<file path="src/rtl/timer_seq_if.sv">
// timer_seq control/status bundle.
// master drives requests, slave reports progress.
interface timer_seq_if #(
  parameter int CNT_W  = 4,
  parameter int PASS_W = 2
);
  logic              start;
  logic              abort;
  logic [CNT_W-1:0]  limit;
  logic [PASS_W-1:0] passes;
  logic              busy;
  logic              done;
  logic              aborted;
  logic [CNT_W-1:0]  cnt;
  logic [PASS_W-1:0] pass_idx;

  modport master (
    output start, abort, limit, passes,
    input  busy, done, aborted, cnt, pass_idx
  );

  modport slave (
    input  start, abort, limit, passes,
    output busy, done, aborted, cnt, pass_idx
  );
endinterface

</file>
<file path="src/rtl/timer_seq.sv">
// Multi-pass sequencer: a master FSM arms a counter FSM
// once per pass and reports done/aborted pulses.
module timer_seq #(
  parameter int CNT_W  = 4,
  parameter int PASS_W = 2
) (
  input logic        clk,
  input logic        rst,
  timer_seq_if.slave tmr
);
  typedef enum logic [1:0] {
    M_IDLE, M_ARM, M_RUN, M_LAST
  } mst_e;

  typedef enum logic {
    C_S0, C_S1
  } cst_e;

  mst_e              mst_q, mst_d;
  cst_e              cst_q, cst_d;
  logic [CNT_W-1:0]  cnt_q, cnt_d;
  logic [CNT_W-1:0]  limit_q, limit_d;
  logic [PASS_W-1:0] pass_q, pass_d;
  logic [PASS_W-1:0] passes_q, passes_d;
  logic              done_q, done_d;
  logic              abrt_q, abrt_d;

  logic enter;
  logic exit_s;
  logic abort_acc;

  assign enter     = (mst_q == M_ARM);
  assign exit_s    = (cst_q == C_S1) && (cnt_q == limit_q);
  assign abort_acc = tmr.abort && (mst_q != M_IDLE);

  // Master FSM: pass sequencing, latching and result pulses.
  always_comb begin
    mst_d    = mst_q;
    pass_d   = pass_q;
    limit_d  = limit_q;
    passes_d = passes_q;
    done_d   = 1'b0;
    abrt_d   = 1'b0;
    if (abort_acc) begin
      mst_d  = M_IDLE;
      pass_d = '0;
      abrt_d = 1'b1;
    end else begin
      unique case (mst_q)
        M_IDLE: begin
          if (tmr.start) begin
            mst_d    = M_ARM;
            limit_d  = tmr.limit;
            passes_d = tmr.passes;
            pass_d   = '0;
          end
        end
        M_ARM: mst_d = M_RUN;
        M_RUN: begin
          if (exit_s) begin
            if (pass_q == passes_q) begin
              mst_d  = M_LAST;
              done_d = 1'b1;
            end else begin
              mst_d  = M_ARM;
              pass_d = pass_q + 1'b1;
            end
          end
        end
        M_LAST: mst_d = M_IDLE;
        default: mst_d = M_IDLE;
      endcase
    end
  end

  // Counter FSM: counts 0..limit once per enter strobe.
  always_comb begin
    cst_d = cst_q;
    cnt_d = cnt_q;
    if (abort_acc) begin
      cst_d = C_S0;
      cnt_d = '0;
    end else begin
      unique case (cst_q)
        C_S0: begin
          if (enter) begin
            cst_d = C_S1;
            cnt_d = '0;
          end
        end
        C_S1: begin
          if (exit_s) begin
            cst_d = C_S0;
            cnt_d = '0;
          end else begin
            cnt_d = cnt_q + 1'b1;
          end
        end
        default: begin
          cst_d = C_S0;
          cnt_d = '0;
        end
      endcase
    end
  end

  // State registers with asynchronous clear.
  always_ff @(posedge clk or posedge rst) begin
    if (rst) begin
      mst_q    <= M_IDLE;
      cst_q    <= C_S0;
      cnt_q    <= '0;
      limit_q  <= '0;
      pass_q   <= '0;
      passes_q <= '0;
      done_q   <= 1'b0;
      abrt_q   <= 1'b0;
    end else begin
      mst_q    <= mst_d;
      cst_q    <= cst_d;
      cnt_q    <= cnt_d;
      limit_q  <= limit_d;
      pass_q   <= pass_d;
      passes_q <= passes_d;
      done_q   <= done_d;
      abrt_q   <= abrt_d;
    end
  end

  assign tmr.busy     = (mst_q != M_IDLE);
  assign tmr.done     = done_q;
  assign tmr.aborted  = abrt_q;
  assign tmr.cnt      = cnt_q;
  assign tmr.pass_idx = pass_q;
endmodule

</file>
<file path="src/flat_wrapper.sv">
// flat-port wrapper written by rule: the top's interface ports become plain ports
module timer_seq_flat 
#(
  parameter int CNT_W  = 4,
  parameter int PASS_W = 2
)
  (clk, rst, tmr_start, tmr_abort, tmr_limit, tmr_passes, tmr_busy, tmr_done, tmr_aborted, tmr_cnt, tmr_pass_idx);
  timer_seq_if #(.CNT_W(CNT_W), .PASS_W(PASS_W)) tmr_i ();
  input logic clk;
  input logic rst;
  input wire logic [$bits(tmr_i.start)-1:0] tmr_start;
  input wire logic [$bits(tmr_i.abort)-1:0] tmr_abort;
  input wire logic [$bits(tmr_i.limit)-1:0] tmr_limit;
  input wire logic [$bits(tmr_i.passes)-1:0] tmr_passes;
  output wire logic [$bits(tmr_i.busy)-1:0] tmr_busy;
  output wire logic [$bits(tmr_i.done)-1:0] tmr_done;
  output wire logic [$bits(tmr_i.aborted)-1:0] tmr_aborted;
  output wire logic [$bits(tmr_i.cnt)-1:0] tmr_cnt;
  output wire logic [$bits(tmr_i.pass_idx)-1:0] tmr_pass_idx;
  assign tmr_i.start = tmr_start;
  assign tmr_i.abort = tmr_abort;
  assign tmr_i.limit = tmr_limit;
  assign tmr_i.passes = tmr_passes;
  assign tmr_busy = tmr_i.busy;
  assign tmr_done = tmr_i.done;
  assign tmr_aborted = tmr_i.aborted;
  assign tmr_cnt = tmr_i.cnt;
  assign tmr_pass_idx = tmr_i.pass_idx;
  timer_seq #(.CNT_W(CNT_W), .PASS_W(PASS_W)) u_core (.clk(clk), .rst(rst), .tmr(tmr_i));
endmodule
</file>
<file path="config.mk">
export PLATFORM = sky130hd
export DESIGN_NAME = timer_seq_flat
export DESIGN_NICKNAME = d
export VERILOG_FILES = /design/src/rtl/timer_seq_if.sv /design/src/rtl/timer_seq.sv /design/src/flat_wrapper.sv
export SDC_FILE = /design/constraint.sdc
export NUM_CORES = 1
export LEC_CHECK = 0
export BUFFER_PORTS_ARGS = -buffer_cell sky130_fd_sc_hd__buf_2
export CAP_MARGIN = 0
export CORE_MARGIN = 2
export CORE_UTILIZATION = 55
export CTS_CLUSTER_SIZE = 40
export DETAILED_ROUTE_END_ITERATION = 10
export PLACE_DENSITY_LB_ADDON = 0.25
export SLEW_MARGIN = 20
export SYNTH_ARGS = -nofsm -noshare
export SYNTH_HDL_FRONTEND = slang
export SYNTH_SLANG_ARGS = --single-unit
</file>
<file path="constraint.sdc">
create_clock -name clk -period 4.1 [get_ports clk]
set_input_delay 0.82 -clock clk [delete_from_list [all_inputs] [get_ports clk]]
set_output_delay 0.82 -clock clk [all_outputs]
set_load 0.05 [all_outputs]
</file>
# == Word-level counts from Yosys, hierarchy flattened ==
# Index checks and enable logic that the tools add are counted.
# word_totals
input_bits,10
elab_cells,52
regBits,17
# op_classes
n_mux,23
n_eq_ne,9
n_addsub,2
reduce_logical,8
bitwise,2
# op_table
operator,n
2-bit two-way mux,8
4-bit two-way mux,3
1-bit two-way mux,8
2-bit case mux with 4 select lines,1
4-bit case mux with 2 select lines,1
"3-bit by 1-bit inequality test with 1-bit output, second input constant",2
"3-bit by 2-bit inequality test with 1-bit output, second input constant",2
"4-bit by 1-bit adder with 4-bit output, second input constant",1
"2-bit equality test, second input constant",2
4-bit equality test,1
2-bit case mux with 2 select lines,1
4-bit AND reduction,1
3-bit AND reduction,1
3-bit nonzero test,1
"2-bit by 1-bit adder with 2-bit output, second input constant",1
"2-bit by 1-bit equality test with 1-bit output, second input constant",1
2-bit equality test,1
1-bit logical AND,2
2-bit zero test,1
1-bit NOT,2
1-bit case mux with 2 select lines,1
2-bit AND reduction,1
2-bit nonzero test,1

# == Depth between registers and ports, before layout ==
# depth
depth_word,5
mapped_depth,5
ltp_nobuf,5

# == Worst setup path after synthesis ==
# No wires, ideal clock.
# synth_timing
kind,reg-to-reg
start,register u_core.cnt_q[1] (netlist: u_core.tmr.cnt[1])
end,register u_core.pass_q[0] (netlist: u_core.tmr.pass_idx[0])
required_ps,3975
path_buffers,0
path_stages_with_launch,6
synth_period_minus_slack_ps,2166
arrival_ps,2041
slack_ps,1934
setup_ps,125
path_cell_list,dfrtp_1 xor2_1 nor4_4 a21oi_2 or3_4 mux2_4
# synth_via
elab_chain_cells,4
# synth_lines
element,line,source
start: declaration,timer_seq.sv:21,"logic [CNT_W-1:0] cnt_q, cnt_d;"
start signal: assignment,timer_seq.sv:121,cnt_q <= cnt_d;
4-bit equality test,timer_seq.sv:33,assign exit_s = (cst_q == C_S1) && (cnt_q == limit_q);
1-bit logical AND,timer_seq.sv:33,
3-bit by 1-bit inequality test with 1-bit output (no line),n/a,
4-bit AND reduction (no line),n/a,
end signal: assignment,timer_seq.sv:123,pass_q <= pass_d;
end: declaration,timer_seq.sv:23,"logic [PASS_W-1:0] pass_q, pass_d;"
# Every way passes these cells.
# A chain may end at the register's enable or synchronous reset.

# == Worst setup path after layout ==
# layout_timing
start,register u_core.mst_q[0]
end,output port tmr_busy
# layout_via
elab_chain_cells,1
# layout_lines
element,line,source
start: declaration,timer_seq.sv:19,"mst_e mst_q, mst_d;"
start signal: assignment,timer_seq.sv:119,mst_q <= mst_d;
2-bit nonzero test,timer_seq.sv:130,assign tmr.busy = (mst_q != M_IDLE);
end: declaration,flat_wrapper.sv:15,output wire logic [$bits(tmr_i.busy)-1:0] tmr_busy;
# Every way passes these cells.

==> results.cfg <==
[run_status]
status = completed

[place]
place.gp.congestion = 0.839
io_buffers = 18
dpl_worst_slack_ns = 2.05
dp_hpwl_um = 1080

[setup_path]
end_kind = output pin
required_ns = 3.28
crit_buf_inv = 1
r2r_cells = 5
reg2reg_slack_ns = 2.10
slowest_stage = dfrtp_1
cpPeakStageDelay_ns = 0.43
cp_cell_sequence = or2_1 > buf_2
critPathLaunch = u_core.mst_q[0]
r2r-end = u_core.tmr.pass_idx[0]
crit_arrival_ns = 1.24
worstSetupPathDepth = 2
crit_path_max_fanout = 5
worst_setup_path_start_kind = register
cpLargestDelayFamily = flip-flops
criticalPathCategory = register to output pin
reg2reg_from = u_core.tmr.cnt[0]
endpoint = tmr_busy

[global_route]
grt.total_usage_pct = 18.3
grt_pass1_wl_um = 2510
grt_max_degree = 18
grt_pass1_vias = 564
grt-ovfl-total = 0
antenna_found_initial = 0

[timing]
relSlewSlack_pct = 59.8
hold_viol = 0
worstMarginPinSlew_ns = 0.603
timing.final.crit_share_pct = 50.1
maxSlewViolCount = 0
layout_setup_ws_ns = 2.04
holdWs_ns = 0.516
finalCriticalPeriod_ns = 2.06
tns_ns = 0
setup_viol = 0
finClkSkew_ns = 0.000629
fmax_mhz = 486
rsz0062_at_grt = false

[clock_tree]
clkSinkCount = 17
clockBufferDepth = 2
postCtsResizedCells = 0
clk_pin_slew_ns = 0.09
clock_latency_ns = 0.28
cts_hold_buf = 0
cts_tree = done
root_buffer = clkbuf_4
cts_max_level = 1
cts_made_buffers = 3
cts_setup_buffers = 0

[synthesis]
synthTopCellsByCount = dfrtp_1 (17), inv_1 (6), nor2_1 (6)
synth_fa_ha_area_share_pct = 1.50
synth_simple_gate_area_share_pct = 18.5
synth_compound_area_share_pct = 8.86
synth_top_family_by_area = simple AND/OR/NAND/NOR gates
synthTopCellsByArea = dfrtp_1 (51%), mux2_1 (5.4%), xor2_1 (4.2%)
synth_cell_types = 32
synth_area_per_cell_um2 = 11.4
synthArstFlopShare_pct = 100
synth_xor_area_share_pct = 6.31
yosysWarnings = 0
synth_ff_type = dfrtp_1
ys_ff_latch = 17
synth_edf_count = 0
yosysTopAreaCell = dfrtp_1
synth_mux_area_share_pct = 11.1
yosysSeqAreaShare_pct = 51.1
syn-num-nets = 84
synth.most_common_cell = dfrtp_1
synth_top_area_share_pct = 51.1
synth.cell_area_um2 = 833
synth_cells = 73

[route]
dr_total_vias = 608
routedWlPerCell_um = 12.7
wirelength_um = 1410
remaining_drc_errors = 0
drt_pass1_iterations = 4
via_per_inst = 5.48
drtAntennaViolNets = 0
first_iter_violations = 12

[run]
cap_violations = 0

[pwr]
vdd_ir_drop_max_v = 0.000375
powerDensity_mw_per_mm2 = 749
power_mw = 0.726
power.leakage_nw = 0.463

[die]
die_x_um = 42.9
die_y_um = 42.9
initial_utilization_pct = 57.3
io_pins = 19
die_area_mm2 = 0.00184
rows = 14
core_area_mm2 = 0.00145

[finish]
area_growth_pct = 16.4
diodes = 0
layout-drive-gt1-share_pct = 30.5
fillCellCount = 119
final_nets = 107

[worst_hold_path]
hold_path.class = register to register
[metrics by stage]
step	cell area, um2	cells	util [%]
2_1_floorplan	833	73	-
3_3_place_gp	943	107	64.9
3_5_place_dp	943	107	64.9
4_1_cts	970	111	66.7
5_1_grt	970	111	66.7
6_report	970	111	66.7
[routing by layer]
metal | vias up | wire length, um | track usage, %
met5 | - | 0 | 0
met4 | 0 | 12 | 9.38
met3 | 2 | 50 | 2.55
met2 | 16 | 679 | 27.9
met1 | 288 | 671 | 25.3
li1 | 302 | - | -
[how the worst min path moves through the flow]
stage,startpoint,to,cells past startpoint
CTS,u_core.passes_q[1],u_core.passes_q[1],1
detailed placement,u_core.passes_q[1],u_core.passes_q[1],1
global placement,u_core.limit_q[0],u_core.limit_q[0],1
floorplan,u_core.mst_q[0],u_core.mst_q[0],1
global route,u_core.limit_q[3],u_core.limit_q[3],1
finish,u_core.passes_q[1],u_core.passes_q[1],1
[registers in the layout, summed over array words and instances, names as in the netlist]
name	flops
u_core.limit_q	4
u_core.tmr.cnt	4
u_core.tmr.pass_idx	2
u_core.cst_q	1
u_core.tmr.aborted	1
u_core.passes_q	2
u_core.mst_q	2
u_core.tmr.done	1
[kinds of logic (layout without fill, tap and decap cells)]
kind of cell    count (synthesis)  after routing
flops                          17             17
compound gates                 10             10
simple gates                   25             25
buf+inv                         6             28
xor+xnor                        6              6
mux                             8              8
fa+ha+maj                       1              1
[placed cells by master (no fill, tap or decap), types with 2 or more instances in the layout]
cell,netlist,routed
buf_2,0,18
clkbuf_4,0,3
dfrtp_1,17,17
inv_1,6,6
mux2_1,4,4
mux2_2,2,2
nand2_1,5,5
nand3_1,2,2
nor2_1,6,6
nor2b_1,2,2
o41ai_1,2,2
xnor2_1,2,2
xor2_1,4,4
[power by group]
| group | leakage [nW] | switching [mW] | internal, mW | total, mW |
|---|---|---|---|---|
| clock network | 0.0150 | 0.0489 | 0.0377 | 0.0866 |
| registers | 0.216 | 0.0602 | 0.228 | 0.288 |
| logic | 0.232 | 0.215 | 0.137 | 0.351 |
| total | 0.463 | 0.324 | 0.402 | 0.726 |
[worst register-to-register path: stages, from the launching register on]
cell,delay [ns]
dfrtp_1,0.46
xor2_1,0.19
nor4_4,0.40
a21oi_2,0.13
or3_4,0.41
mux2_4,0.30
[area by class of cell]
type                    instances  area [um2]  share of cell area [%]
multi-input cells              50         385                    39.7
repair buffers                 18        90.1                    9.29
flip-flops and latches         17         425                    43.9
inverters                       6        22.5                    2.32
well taps                      16        20.0                    2.06
clock buffers                   4        26.3                    2.71
No activity file was read; power rests on OpenSTA's default activity.
